File: config.mk
export PLATFORM = sky130hd
export DESIGN_NAME = filter_chunk_loader
export DESIGN_NICKNAME = d
export VERILOG_FILES = /design/src/rtl/filter_chunk_loader_pkg.sv /design/src/rtl/filter_chunk_loader_sparse_compress.sv /design/src/rtl/filter_chunk_loader.sv
export SDC_FILE = /design/constraint.sdc
export NUM_CORES = 1
export LEC_CHECK = 0
export ABC_AREA = 1
export CAP_MARGIN = 20
export CORE_UTILIZATION = 43
export DETAILED_ROUTE_END_ITERATION = 8
export PLACE_DENSITY_LB_ADDON = 0.25
export SYNTH_ARGS = -nofsm -noshare
export SYNTH_HDL_FRONTEND = slang
export SYNTH_SLANG_ARGS = --single-unit
export TNS_END_PERCENT = 1
File: constraint.sdc
create_clock -name clk_i -period 3.9 [get_ports clk_i]
set_clock_uncertainty 0.1 [all_clocks]
set_input_delay 0.78 -clock clk_i [delete_from_list [all_inputs] [get_ports clk_i]]
set_output_delay 0.78 -clock clk_i [all_outputs]
set_load 0.02 [all_outputs]
File: src/rtl/filter_chunk_loader_pkg.sv
// Shared definitions for the filter chunk loader: the default bus and chunk
// geometry, width helpers, the bank completion states and the nnz count type.
// Optional feature macro: FILTER_NNZ_COUNT_EN (per-bank nonzero byte counts).
`ifndef BUS_SIZE
`define BUS_SIZE 4
`endif
`ifndef WR_DAT_CYC_NUM
`define WR_DAT_CYC_NUM 2
`endif

package filter_chunk_loader_pkg;

  localparam int unsigned DEF_BUS_SIZE       = `BUS_SIZE;
  localparam int unsigned DEF_WR_DAT_CYC_NUM = `WR_DAT_CYC_NUM;

  // Width of the beat index within a chunk.
  function automatic int unsigned cnt_width(input int unsigned cyc);
    return (cyc > 1) ? $clog2(cyc) : 1;
  endfunction

  // Width able to hold a nonzero byte count of 0..bus*cyc.
  function automatic int unsigned nnz_width(input int unsigned bus, input int unsigned cyc);
    return $clog2(bus * cyc) + 1;
  endfunction

  localparam int unsigned DEF_CNT_W = cnt_width(DEF_WR_DAT_CYC_NUM);
  localparam int unsigned DEF_NNZ_W = nnz_width(DEF_BUS_SIZE, DEF_WR_DAT_CYC_NUM);

  typedef logic [DEF_NNZ_W-1:0] nnz_t;

  typedef enum logic [1:0] {
    BANK_EMPTY   = 2'd0,
    BANK_FILLING = 2'd1,
    BANK_FULL    = 2'd2
  } bank_state_e;

endpackage

File: src/rtl/filter_chunk_loader_sparse_compress.sv
// Combinational beat compressor: one bit per nonzero byte, and the nonzero
// bytes packed towards element 0 by a running prefix count of nonzero flags.
module filter_chunk_loader_sparse_compress
  import filter_chunk_loader_pkg::*;
#(
  parameter int unsigned BUS_SIZE = DEF_BUS_SIZE
) (
  input  logic [BUS_SIZE*8-1:0] data_i,
  output logic [BUS_SIZE-1:0]   sparsemap_o,
  output logic [BUS_SIZE*8-1:0] nonzero_data_o
);

  // Scan elements in order; each nonzero byte lands at the slot given by the
  // number of nonzero bytes below it.
  always_comb begin
    int unsigned pos;
    pos            = 0;
    sparsemap_o    = '0;
    nonzero_data_o = '0;
    for (int unsigned i = 0; i < BUS_SIZE; i++) begin
      if (data_i[i*8 +: 8] != 8'h00) begin
        sparsemap_o[i]             = 1'b1;
        nonzero_data_o[pos*8 +: 8] = data_i[i*8 +: 8];
        pos                        = pos + 1;
      end
    end
  end

endmodule

File: src/rtl/filter_chunk_loader.sv
// Write-side controller of the filter ping-pong chunk stage: compresses each
// accepted beat, registers it onto the chunk write port and tracks which bank
// holds a complete chunk for the reader.
// Optional feature macro: FILTER_NNZ_COUNT_EN adds chunk_nnz_o.
module filter_chunk_loader
  import filter_chunk_loader_pkg::*;
#(
  parameter int unsigned BUS_SIZE       = DEF_BUS_SIZE,
  parameter int unsigned WR_DAT_CYC_NUM = DEF_WR_DAT_CYC_NUM,
  localparam int unsigned CNT_W         = cnt_width(WR_DAT_CYC_NUM)
) (
  input  logic                  clk_i,
  input  logic                  rst_i,
  input  logic [BUS_SIZE*8-1:0] in_data_i,
  input  logic                  in_valid_i,
  output logic                  in_ready_o,
  output logic [BUS_SIZE-1:0]   wr_sparsemap_o,
  output logic [BUS_SIZE*8-1:0] wr_nonzero_data_o,
  output logic                  wr_valid_o,
  output logic [CNT_W-1:0]      wr_count_o,
  output logic                  wr_sel_o,
  output logic                  rd_sel_o,
  output logic                  chunk_ready_o,
  input  logic                  rd_release_i
`ifdef FILTER_NNZ_COUNT_EN
  ,
  output logic [nnz_width(BUS_SIZE, WR_DAT_CYC_NUM)-1:0] chunk_nnz_o
`endif
);

  logic             in_bank_q, in_bank_d;
  logic [CNT_W-1:0] beat_cnt_q, beat_cnt_d;
  logic             rd_bank_q, rd_bank_d;
  bank_state_e      bank_state_q [2];
  bank_state_e      bank_state_d [2];
  logic [1:0]       full;
  logic             accept;
  logic             last_beat;
  logic             release_acc;

  logic [BUS_SIZE-1:0]   cmp_map;
  logic [BUS_SIZE*8-1:0] cmp_data;

  logic                  wr_valid_q;
  logic [BUS_SIZE-1:0]   wr_map_q;
  logic [BUS_SIZE*8-1:0] wr_data_q;
  logic [CNT_W-1:0]      wr_count_q;
  logic                  wr_sel_q;

  filter_chunk_loader_sparse_compress #(
    .BUS_SIZE(BUS_SIZE)
  ) u_sparse_compress (
    .data_i         (in_data_i),
    .sparsemap_o    (cmp_map),
    .nonzero_data_o (cmp_data)
  );

  assign full[0]       = (bank_state_q[0] == BANK_FULL);
  assign full[1]       = (bank_state_q[1] == BANK_FULL);
  assign in_ready_o    = !rst_i && !full[in_bank_q];
  assign accept        = in_valid_i && in_ready_o;
  assign last_beat     = (beat_cnt_q == CNT_W'(WR_DAT_CYC_NUM - 1));
  assign chunk_ready_o = full[rd_bank_q];
  assign release_acc   = rd_release_i && chunk_ready_o;

  // Write pointer advances per accepted beat; read pointer per accepted release.
  always_comb begin
    in_bank_d  = in_bank_q;
    beat_cnt_d = beat_cnt_q;
    rd_bank_d  = rd_bank_q;
    if (accept) begin
      if (last_beat) begin
        beat_cnt_d = '0;
        in_bank_d  = !in_bank_q;
      end else begin
        beat_cnt_d = beat_cnt_q + 1'b1;
      end
    end
    if (release_acc) begin
      rd_bank_d = !rd_bank_q;
    end
  end

  // Per-bank completion: filling on first beat, full on last beat, empty on release.
  always_comb begin
    for (int unsigned b = 0; b < 2; b++) begin
      bank_state_d[b] = bank_state_q[b];
      unique case (bank_state_q[b])
        BANK_EMPTY: begin
          if (accept && (in_bank_q == 1'(b))) begin
            bank_state_d[b] = BANK_FILLING;
          end
        end
        BANK_FILLING: begin
          if (accept && last_beat && (in_bank_q == 1'(b))) begin
            bank_state_d[b] = BANK_FULL;
          end
        end
        BANK_FULL: begin
          if (release_acc && (rd_bank_q == 1'(b))) begin
            bank_state_d[b] = BANK_EMPTY;
          end
        end
        default: bank_state_d[b] = BANK_EMPTY;
      endcase
    end
  end

  // Control state register; reset abandons any partial chunk.
  always_ff @(posedge clk_i) begin
    if (rst_i) begin
      in_bank_q       <= 1'b0;
      beat_cnt_q      <= '0;
      rd_bank_q       <= 1'b0;
      bank_state_q[0] <= BANK_EMPTY;
      bank_state_q[1] <= BANK_EMPTY;
    end else begin
      in_bank_q       <= in_bank_d;
      beat_cnt_q      <= beat_cnt_d;
      rd_bank_q       <= rd_bank_d;
      bank_state_q[0] <= bank_state_d[0];
      bank_state_q[1] <= bank_state_d[1];
    end
  end

  // Registered write port: one cycle after the accepting edge.
  always_ff @(posedge clk_i) begin
    if (rst_i) begin
      wr_valid_q <= 1'b0;
      wr_map_q   <= '0;
      wr_data_q  <= '0;
      wr_count_q <= '0;
      wr_sel_q   <= 1'b0;
    end else begin
      wr_valid_q <= accept;
      if (accept) begin
        wr_map_q   <= cmp_map;
        wr_data_q  <= cmp_data;
        wr_count_q <= beat_cnt_q;
        wr_sel_q   <= in_bank_q;
      end
    end
  end

  assign wr_valid_o        = wr_valid_q;
  assign wr_sparsemap_o    = wr_map_q;
  assign wr_nonzero_data_o = wr_data_q;
  assign wr_count_o        = wr_count_q;
  assign wr_sel_o          = wr_sel_q;
  assign rd_sel_o          = rd_bank_q;

`ifdef FILTER_NNZ_COUNT_EN
  localparam int unsigned NNZ_W = nnz_width(BUS_SIZE, WR_DAT_CYC_NUM);

  logic [NNZ_W-1:0] nnz_q [2];
  logic [NNZ_W-1:0] nnz_d [2];
  logic [NNZ_W-1:0] beat_pop;

  // Nonzero bytes in the beat being accepted.
  always_comb begin
    beat_pop = '0;
    for (int unsigned i = 0; i < BUS_SIZE; i++) begin
      beat_pop = beat_pop + NNZ_W'(cmp_map[i]);
    end
  end

  // Count restarts on a bank's first beat and is untouched while the bank is full.
  always_comb begin
    nnz_d[0] = nnz_q[0];
    nnz_d[1] = nnz_q[1];
    if (accept) begin
      nnz_d[in_bank_q] = (beat_cnt_q == '0) ? beat_pop : nnz_q[in_bank_q] + beat_pop;
    end
  end

  // Per-bank count registers.
  always_ff @(posedge clk_i) begin
    if (rst_i) begin
      nnz_q[0] <= '0;
      nnz_q[1] <= '0;
    end else begin
      nnz_q[0] <= nnz_d[0];
      nnz_q[1] <= nnz_d[1];
    end
  end

  assign chunk_nnz_o = nnz_q[rd_bank_q];
`endif

endmodule

==> key figures <==
Logic synthesis
  • Mapped cell area: roughly 2700 µm²
  • Yosys warnings: 0
  • Count of state elements after synthesis: 46
  • Post-synthesis mux area share: 0
  • Area share of and/or/nand/nor cells after synthesis: 0.3158
  • Synth async-reset ratio: 0
  • Post-synth EDFFs: 0
  • Most frequent cell after synthesis: nor2_1
  • Commonest cells post-synth: nor2_1, a21oi_1, nand2_1
  • Area share of the largest cell type after synthesis: 0.3368
  • Dominant combinational cell family by area after synthesis: simple AND/OR/NAND/NOR gates
  • Synth area leader: dfxtp_1
  • Post-Syn Nets: around 450
  • Syn Inst Count: about 410
  • Syn avg cell area: between 6 and 7 µm²
  • XOR/XNOR share of the synthesized area: 0
  • Ys flop type: dfxtp_1
  • Top cells by area, synth: dfxtp_1, a21oi_1, nor2_1
  • Synth Area in Compound Gates: 0.2261
  • Seq/Total Area, Yosys: 0.3368
  • Post-synthesis cell type count: 31
  • Adder-Cell Fraction of Synth Area: 0.01373

Global route
  • Vias in the first global route: ~2,600
  • Antenna violations before repair: 0
  • Largest net degree at the start of global routing: 34
  • Grt ovf: 0
  • GRT Total Usage: 0.2434
  • Global-route wire length before repair: roughly 12,000 µm

Layout
  • Final Non-Filler Cells: between 500 and 600
  • Area grow syn2layout: 33.82%
  • Antenna diodes: 0
  • Fin nets: ~530
  • Layout cells sized above 1: 0.08554

Timing
  • Highest clock rate: between 200 and 300 MHz
  • Final hold vios: 0
  • Period utilization: 0.9046
  • Final TNS setup: 0 ns
  • RSZ-0062 raised after global routing: false
  • Final Critical Period: 3.528 ns
  • Final Max Slew Viols: 0
  • Final worst slack: 0.3720 ns
  • Slew margin rel.: 0.6109
  • Worst Hold Slack: about 0.37 ns
  • Slew @ Worst Pin: about 0.58 ns
  • Final setup viols: 0

Drt
  • DRT iter0 DRCs: ~230
  • Drt wl/cell: ~13 µm
  • Initial DRT Pass Iterations: 5
  • Vias per Instance: 5.191
  • Number of routed nets with antenna violations: 0
  • Final WL: around 7600 µm
  • # DRC: 0
  • Vias: 2,938

Setup path
  • Setup CP Type: in2reg
  • Crit path launch type: input pin
  • Crit-path max FO: 16
  • Delay of the slowest critical-path stage: ~0.42 ns
  • R2R Setup Slk: between 2 and 2.5 ns
  • Cell breakdown of the critical path: clkdlybuf4s50_1 > nor2_1 > nand2_1 > nor2_2 > clkinv_1 > ha_1 > inv_1 > nand2_1 > nand2_4 > ha_1 > ha_1 > nor3_1 > nand3_4 > a21oi_1 > o21ai_0 > nand2_1 > inv_1
  • Worst path arrival time: around 3.6 ns
  • CP Data Required Time: around 4.0 ns
  • Worst path slowest cell: clkdlybuf4s50_1
  • Crit. End Element: flip-flop

Flow run
  • Max Cap Viol: 0

Min path
  • HP Class: reg2reg

Clock tree
  • CTS Hold Bufs: 0
  • Clock Path Buffers: 2
  • Clock root buffer: clkbuf_8
  • Clk sink count: 46
  • CTS Buf Count: 5
  • Clk Latency, worst-skew pair: ~0.30 ns
  • Post-CTS Setup Bufs: 0
  • H-tree levels: 2
  • Clock transition at the registers of the reported paths: about 0.08 ns
  • Post-cts resize count: 0
  • TritonCTS clock tree: done

Placement
  • Dpl cells: about 560
  • Post-DP HPWL: 5903 µm
  • Port buffer count: 77
  • GP Congestion: around 0.96
  • Pre-CTS setup slack: roughly 0.07 ns

Die
  • Core ar.: about 6000 µm²
  • DIE HEIGHT: approximately 82 µm
  • Row cnt: 28
  • Initial Util: 0.4537
  • Die area: 6681 µm²
  • Die Wd: just over 80 µm
  • Ports: 78

Pwr
  • Pwr dens: around 300 nW/µm²
  • Worst vdd ir: 0.0002450 V
  • Leakage power: roughly 1.5 nW
  • Total chip power: about 0.0011 W

Run status
  • Status: completed
registers in the layout, summed over array words and instances, names as in the netlist:
register and cells:
wr_nonzero_data_o 32, beat_cnt_q 1, wr_sel_o 1, rd_sel_o 1, bank_state_q 4, wr_count_o 1
in_bank_q 1, wr_valid_o 1, wr_sparsemap_o 4
final cells by class:
class / count / area (µm²)
clock buffers: 7 / 76.32
fillers: 566 / 2367
repair buffers: 89 / 860.8
multi-input cells: 306 / 1519
well taps: 75 / 93.84
inverters: 42 / 157.7
flip-flops and latches: 46 / 920.9
clock inverters: 1 / 30.03
metrics by stage:
step / instance area (µm²) / utilization
3_5_place_dp: 3552 / 0.5895
2_1_floorplan: 2734 / -
5_1_grt: 3659 / 0.6071
6_report: 3659 / 0.6071
4_1_cts: 3659 / 0.6071
3_3_place_gp: 3552 / 0.5895
power breakdown:
| group | internal, W | switching (W) | total [W] |
|---|---|---|---|
| Combinational | 0.000111 | 0.000124 | 0.000236 |
| Sequential | 0.000496 | 0.0000142 | 0.000510 |
| Clock | 0.000192 | 0.000155 | 0.000347 |
| Total | 0.000799 | 0.000294 | 0.00109 |
per-layer routing:
metal | GRT usage | share of wire | up-vias
li1 | - | - | 1510
met1 | 0.3265 | 0.45 | 1303
met2 | 0.3950 | 0.46 | 116
met3 | 0.05111 | 0.073 | 9
met4 | 0.06140 | 0.012 | 0
met5 | 0 | 0 | -
cell families (layout without fill, tap and decap cells):
kind of cell	count (synthesis)	after routing
adder cells (fa/ha/maj)	3	3
AND/OR/NAND/NOR	189	189
flip-flops	46	46
buffers and inverters	61	139
AO/OA/AOI/OAI	114	114
placed cells by master (no fill, tap or decap), types with 3 or more instances in the layout:
cell type and count:
o31ai_1 8, or2_2 6, nor2_2 5, nor2_1 78, inv_1 38, a21oi_1 61
o21bai_1 8, dfxtp_1 46, clkdlybuf4s50_1 77, clkbuf_8 5, o21a_1 3, nand4_1 5
buf_4 12, nand2_2 3, nand2_1 61, nand3_1 20, ha_1 3, o21ai_0 33
worst max-delay path: cells and delay by family:
kind | cells | cell delay (ns)
AND/OR/NAND/NOR | 8 | 1.04
adder cells (fa/ha/maj) | 3 | 0.83
buffers and inverters | 4 | 0.62
AO/OA/AOI/OAI | 2 | 0.35
final timing paths:
path                              start                    end  depth (start not counted)
hold / removal    wr_nonzero_data_o[25]  wr_nonzero_data_o[25]                          2
hold reg to reg   wr_nonzero_data_o[25]  wr_nonzero_data_o[25]                          2
setup reg to reg     bank_state_q[0][3]  wr_nonzero_data_o[23]                         10
setup / recovery           in_data_i[5]   wr_nonzero_data_o[0]                         17
Note: power is estimated with default switching activity, not from simulation.
